**src/rtl/band_energy_accum.sv**
```systemverilog
// band_energy_accum: harmonic band energy, sum of Re^2 + Im^2 over bins am..bm.
// Fixed point is 32-bit sign-magnitude (Q15.16). Sign bits of the bins are ignored.
// Bins are read through a one-cycle-latency RAM port.
// Optional macro SATURATE_EN: square overflow or accumulator carry clamps the
// result to 0x7FFFFFFF and sets a sticky ovf flag. Without it the result wraps
// modulo 2^31 and ovf is tied to 0.
module band_energy_accum #(
    parameter int N      = 32,
    parameter int Q      = 16,
    parameter int ADDR_W = 8
) (
    input  logic              clk,
    input  logic              rst,
    input  logic              startacc,
    input  logic [ADDR_W-1:0] am,
    input  logic [ADDR_W-1:0] bm,
    output logic [ADDR_W-1:0] sw_addr,
    output logic              sw_rd,
    input  logic [N-1:0]      sw_re,
    input  logic [N-1:0]      sw_im,
    output logic [N-1:0]      energy,
    output logic              doneacc,
    output logic              ovf
);

    localparam int M  = N - 1;   // magnitude width
    localparam int P  = 2 * M;   // full product width
    localparam int SW = M + 2;   // three-term sum width

    typedef enum logic [2:0] {
        S_IDLE, S_INIT, S_CHECK, S_FETCH, S_WAIT, S_SQUARE, S_ACCUM, S_DONE
    } state_t;

    state_t            state_q, state_d;
    // k is one bit wider than a bin index so bm = all-ones terminates cleanly
    logic [ADDR_W:0]   k_q, k_d;
    logic [ADDR_W-1:0] bm_q, bm_d;
    logic [M-1:0]      acc_q, acc_d;
    logic [M-1:0]      sq_re_q, sq_re_d;
    logic [M-1:0]      sq_im_q, sq_im_d;
    logic [ADDR_W-1:0] sw_addr_q, sw_addr_d;
    logic              sw_rd_q, sw_rd_d;
    logic [N-1:0]      energy_q, energy_d;
    logic              done_q, done_d;

    logic [M-1:0]      mag_re, mag_im;
    logic [P-1:0]      prod_re, prod_im;
    logic [SW-1:0]     sum;

    assign mag_re  = M'(sw_re);
    assign mag_im  = M'(sw_im);
    assign prod_re = P'(mag_re) * P'(mag_re);
    assign prod_im = P'(mag_im) * P'(mag_im);
    assign sum     = SW'(acc_q) + SW'(sq_re_q) + SW'(sq_im_q);

`ifdef SATURATE_EN
    logic sq_ovf_q, sq_ovf_d;
    logic ovf_q, ovf_d;
    assign ovf = ovf_q;
`else
    assign ovf = 1'b0;
`endif

    assign sw_addr = sw_addr_q;
    assign sw_rd   = sw_rd_q;
    assign energy  = energy_q;
    assign doneacc = done_q;

    // Next-state and datapath updates; every register holds unless its state acts
    always_comb begin
        state_d   = state_q;
        k_d       = k_q;
        bm_d      = bm_q;
        acc_d     = acc_q;
        sq_re_d   = sq_re_q;
        sq_im_d   = sq_im_q;
        sw_addr_d = sw_addr_q;
        sw_rd_d   = sw_rd_q;
        energy_d  = energy_q;
        done_d    = done_q;
`ifdef SATURATE_EN
        sq_ovf_d  = sq_ovf_q;
        ovf_d     = ovf_q;
`endif
        case (state_q)
            S_IDLE: begin
                done_d = 1'b0;
                if (startacc) state_d = S_INIT;
            end
            S_INIT: begin
                acc_d   = '0;
                k_d     = {1'b0, am};
                bm_d    = bm;
`ifdef SATURATE_EN
                ovf_d   = 1'b0;
`endif
                state_d = S_CHECK;
            end
            S_CHECK: begin
                if (k_q <= {1'b0, bm_q}) state_d = S_FETCH;
                else                     state_d = S_DONE;
            end
            S_FETCH: begin
                sw_addr_d = k_q[ADDR_W-1:0];
                sw_rd_d   = 1'b1;
                state_d   = S_WAIT;
            end
            S_WAIT: begin
                sw_rd_d = 1'b0;
                state_d = S_SQUARE;
            end
            S_SQUARE: begin
                sq_re_d  = M'(prod_re >> Q);
                sq_im_d  = M'(prod_im >> Q);
`ifdef SATURATE_EN
                sq_ovf_d = (|(prod_re >> (Q + M))) | (|(prod_im >> (Q + M)));
`endif
                state_d  = S_ACCUM;
            end
            S_ACCUM: begin
`ifdef SATURATE_EN
                // Once clamped, the band stays clamped
                if (ovf_q || sq_ovf_q || (|(sum >> M))) begin
                    acc_d = '1;
                    ovf_d = 1'b1;
                end else begin
                    acc_d = M'(sum);
                end
`else
                acc_d   = M'(sum);
`endif
                k_d     = k_q + 1'b1;
                state_d = S_CHECK;
            end
            S_DONE: begin
                energy_d = {1'b0, acc_q};
                done_d   = 1'b1;
                state_d  = S_IDLE;
            end
            default: state_d = S_IDLE;
        endcase
    end

    // State and datapath registers; reset aborts any run in progress
    always_ff @(posedge clk or negedge rst) begin
        if (!rst) begin
            state_q   <= S_IDLE;
            k_q       <= '0;
            bm_q      <= '0;
            acc_q     <= '0;
            sq_re_q   <= '0;
            sq_im_q   <= '0;
            sw_addr_q <= '0;
            sw_rd_q   <= 1'b0;
            energy_q  <= '0;
            done_q    <= 1'b0;
`ifdef SATURATE_EN
            sq_ovf_q  <= 1'b0;
            ovf_q     <= 1'b0;
`endif
        end else begin
            state_q   <= state_d;
            k_q       <= k_d;
            bm_q      <= bm_d;
            acc_q     <= acc_d;
            sq_re_q   <= sq_re_d;
            sq_im_q   <= sq_im_d;
            sw_addr_q <= sw_addr_d;
            sw_rd_q   <= sw_rd_d;
            energy_q  <= energy_d;
            done_q    <= done_d;
`ifdef SATURATE_EN
            sq_ovf_q  <= sq_ovf_d;
            ovf_q     <= ovf_d;
`endif
        end
    end

endmodule

```
**config.mk**
```make
export PLATFORM = sky130hd
export DESIGN_NAME = band_energy_accum
export DESIGN_NICKNAME = d
export VERILOG_FILES = /design/src/rtl/band_energy_accum.sv
export SDC_FILE = /design/constraint.sdc
export NUM_CORES = 2
export LEC_CHECK = 0
export ABC_AREA = 1
export CAP_MARGIN = 20
export CORE_MARGIN = 8
export CORE_UTILIZATION = 57
export CTS_BUF_LIST = sky130_fd_sc_hd__clkbuf_2
export DETAILED_ROUTE_END_ITERATION = 12
export PLACE_DENSITY = 0.83
export SYNTH_ARGS = -nofsm -noshare
export SYNTH_HDL_FRONTEND = slang
export SYNTH_SLANG_ARGS = --single-unit
```
**constraint.sdc**
```tcl
create_clock -name clk -period 6.99 [get_ports clk]
set_input_delay 0.699 -clock clk [delete_from_list [all_inputs] [get_ports clk]]
set_output_delay 0.699 -clock clk [all_outputs]
set_load 0.05 [all_outputs]
```
Word level (Yosys, flattened, before mapping)
Cells that the tools add are included.

word-level totals
  register bits = 154
  input port bits = 83
  output and inout port bits = 43
  word-level logic and storage cells = 36

cells by class
  $add $sub $neg = 3
  $mul = 2
  order comparisons = 1
  equal/unequal tests = 8
  muxes and demuxes = 7
  reductions and logical operators = 5

operators with widths
  cell                 number
  $mul 31x31->47       2
  $add 31x31->31       2
  $pmux 31 s2          1
  $pmux 3 s7           1
  $pmux 9 s2           1
  $eq 3x3->1 const B   4
  $add 9x1->9 const B  1
  $le 9x8->1           1
  $eq 3x2->1 const B   2
  $mux 3               2
  $reduce_bool 2->1    3
  $pmux 1 s2           2
  $eq 3x1->1 const B   1
  $logic_not 3->1      1
  $ne 2x2->1 const B   1
  $reduce_or 2->1      1

Longest topological paths before layout
  depth after elaboration = 3
  mapped depth = 36
  depth with buffers taken out = 34

Worst setup path after synthesis
No wires, ideal clock.

  path kind = input to register
  start point = input port sw_im[27]
  end point = register sq_im_q[26]
  setup time = 0.117 ns
  arrival time = 6.829 ns
  required time = 6.873 ns
  slack = 0.043 ns
  cell stages on the path = 28
  buffers on the path = 2
  cell sequence = clkbuf_1 -> buf_1 -> nand2_1 -> fa_1 -> inv_1 -> fa_1 -> fa_1 -> inv_1 -> fa_1 -> inv_1 -> fa_1 -> fa_1 -> fa_1 -> inv_1 -> fa_1 -> inv_1 -> ha_1 -> nand2_1 -> nor2_2 -> inv_2 -> nor2_2 -> inv_1 -> nor4_2 -> nand3_1 -> nand3_1 -> nand2_1 -> nand3_1 -> nand2_1

on the way
  word-level cells in the longest chain between the ends = 1

ends and longest elaborated chain
  what                  RTL line  text
  from (decl)           20        input logic [N-1:0] sw_im,
  $mul 31x31->47        53        assign prod_im = P'(mag_im) * P'(mag_im);
  to (signal assigned)  167       sq_im_q <= sq_im_d;
  to (decl)             40        logic [M-1:0] sq_im_q, sq_im_d;

Every way passes these cells.
A chain may end at the register's enable or synchronous reset.

Worst setup path in the final report
  start point = input port sw_re[17]
  end point = register sq_re_q[16]

on the way
  word-level cells in the longest chain between the ends = 1

ends and longest elaborated chain
  what                  RTL line  text
  from (decl)           19        input logic [N-1:0] sw_re,
  $mul 31x31->47        52        assign prod_re = P'(mag_re) * P'(mag_re);
  to (signal assigned)  166       sq_re_q <= sq_re_d;
  to (decl)             39        logic [M-1:0] sq_re_q, sq_re_d;

Every way passes these cells.

==> results by group <==
Status
  • Outcome: finished clean

Floorplanning
  • Die ar.: 109700 um2
  • Core area: 98420 um2
  • Initial Util: 0.5752
  • Die W: 331.2 um
  • Site Rows: 115
  • I/O pins: 126
  • Die Ht: 331.2 um

Worst setup path
  • Element type at the critical path end: register
  • Slowest cell delay on critical path: 600 ps
  • Worst EP required: 7700 ps
  • Kind of critical path: primary input to register
  • Worst path slowest cell: clkdlybuf4s50_1
  • CP Launch Type: primary input
  • WP data arrival: 7630 ps
  • Crit Path Max Fanout: 14
  • Critical path's most frequent cell: fa_1

Yosys
  • Post-synth EDFFs: 0
  • Gate Count Post-Synth: 6850
  • Post-Syn Area: 56610 um2
  • Synth cell types: 51
  • Flops & latches, synth: 154
  • Ys async rst share: 1.000
  • Mapped Avg Cell Area: 8.264 um2
  • Synth area leaders: fa_1 (48%), inv_1 (14%), nand2_1 (9.8%)
  • Main synth FF type: dfrtp_1
  • Synth top cells by count: inv_1 (2180), nand2_1 (1480), fa_1 (1361)
  • YS warnings: 0
  • Top cell type's share of synthesized area: 0.4813
  • Seq/Total Area, Yosys: 0.06807
  • Count leader, synth: inv_1
  • Synth area leader: fa_1

Timing
  • Slew Viols, Final: 0
  • Final setup vio count: 0
  • Period utilization: 0.9908
  • Tightest Pin Transition: 962.9 ps
  • Max_slew headroom: 0.3581
  • Total Neg Setup Slack: 0 ps
  • Final clock skew: 52.05 ps
  • Hold Fails Final Rpt: 0
  • Unrepaired setup endpoints after global routing: yes
  • Final Critical Period: 6926 ps
  • Achievable clock frequency: 144.4 MHz

Clock network
  • CTS H-tree depth: 4
  • Clock Latency Late Sink: 760 ps
  • Max Root-Sink Buffers: 2
  • Clock-pin slew on the worst setup and hold paths: 250 ps
  • Num CTS Buffers: 17
  • Root buffer cell: clkbuf_2
  • CTS tree: yes
  • Clock Sinks: 154

Routing
  • Starting DRT DRC Count: 3662
  • DR pass1 iterations: 6
  • Antenna viol nets, final: 0
  • Vias per cell: 5.244
  • Post-Route WL: 157400 um
  • Routed wire length per instance: 17.73 um
  • DRC errors left: 0
  • Vias: 46570

Layout
  • Fillers: 7404
  • Fin area: 65930 um2
  • Layout cells sized above 1: 0.1234
  • Area grow syn2layout: 16.46%
  • Final Net Count: 9430

Global routing
  • Global-route wire length before repair: 258000 um
  • GRT overflow: 0
  • Initial antenna violation count: 2
  • Largest net degree at the start of global routing: 79
  • GR Util All Layers: 0.2949
  • Vias in the first global route: 52220

Placement
  • Post-DP Area: 65420 um2
  • Final HPWL DP: 136900 um
  • IO buf count: 121
  • Placer Congestion: 0.9609

Run
  • Max-Cap Viols: 0

Worst hold path
  • Hold WC Path Type: primary input to asynchronous set/reset pin
## worst paths after layout
kind                            depth (start not counted)  slack [ps]       start           to
min in group clk                                        3         500       bm[7]      bm_q[7]
worst max register to register                         13        3910    acc_q[1]    acc_q[15]
max in group asynchronous                               3        5030         rst  sq_im_q[14]
worst min register to register                          2         510  energy[28]   energy[28]
worst max-delay path                                   25          60   sw_re[17]  sq_re_q[16]
worst min-delay path                                    2         500         rst   sw_addr[1]
## stage by stage
| stage | instances | util | hold WS, ps | setup slack, ps |
|---|---|---|---|---|
| 6_report | 8880 | 0.6699 | 495.9 | 63.99 |
| 5_1_grt | 8880 | 0.6699 | 422.1 | -75.73 |
| 4_1_cts | 8875 | 0.6676 | 429.9 | 121.6 |
| 3_5_place_dp | 8843 | 0.6647 | 467.5 | -683.6 |
| 3_3_place_gp | 8842 | 0.6645 | 460.4 | -622.7 |
| 2_1_floorplan | 6851 | - | 403.4 | 43.13 |
## placed cells by master, fill, tap and decap left out, drive strengths merged, types with 21 or more instances in the layout
cell type,n
a21oi,158
fa,1361
nand2,1493
xor2,30
nor2,231
dfrtp,154
o21bai,27
a21o,22
nor3,28
o21ai,188
inv,2204
ha,406
buf,790
nand3,172
a31oi,21
xnor2,38
clkdlybuf4s50,119
nand4,24
## state kept, by name (all words and copies together) (netlist names)
signal,cells
acc_q,31
bm_q,8
doneacc,1
energy,31
k_q,9
sq_im_q,31
sq_re_q,31
state_q,3
sw_addr,8
sw_rd,1
## critical path, delay by kind of cell
family                     cells  cell delay [ps]
and+or+nand+nor                8              780
AOI/OAI and AO/OA              3              770
buffers and inverters          5             1040
adders and majority gates      9             4340
## logic make-up after synthesis
| group | after synthesis | share of synthesized area |
|---|---|---|
| xor+xnor | 68 | 0.01052 |
| simple gates | 1995 | 0.1433 |
| fa+ha+maj | 1767 | 0.5710 |
| flops | 154 | 0.06807 |
| other cells | 1 | 0.00006624 |
| compound gates | 465 | 0.04650 |
| buf+inv | 2400 | 0.1605 |
## repair_timing
item	4_1_cts	5_1_grt
setup endpoints to repair	0	22
resized for setup	0	44
buffers inserted	0	3
hold buffers	1	0
hold endpoints to repair	76	0
## metal layers
metal	vias up	GRT usage	wire length [um]
met3	578	0.04528	12100
li1	20970	-	-
met5	-	0	13
met4	2	0.1170	7332
met1	22890	0.3619	58630
met2	2126	0.5220	79360
## layout make-up
cell class,instances,area [um2],area share
sequential,154,3854,0.05845
multi-input combinational,4297,43850,0.6650
antenna,1,2.502,0.00003796
clock buffer,17,85.08,0.001290
timing repair buffer,912,8094,0.1228
clock inverter,14,187.7,0.002847
inverter,2198,8250,0.1251
tap,1287,1610,0.02442
Power is left out: the tool's default activity adds up to more than one toggle a clock period on the data nets, which glitch-free logic cannot reach.
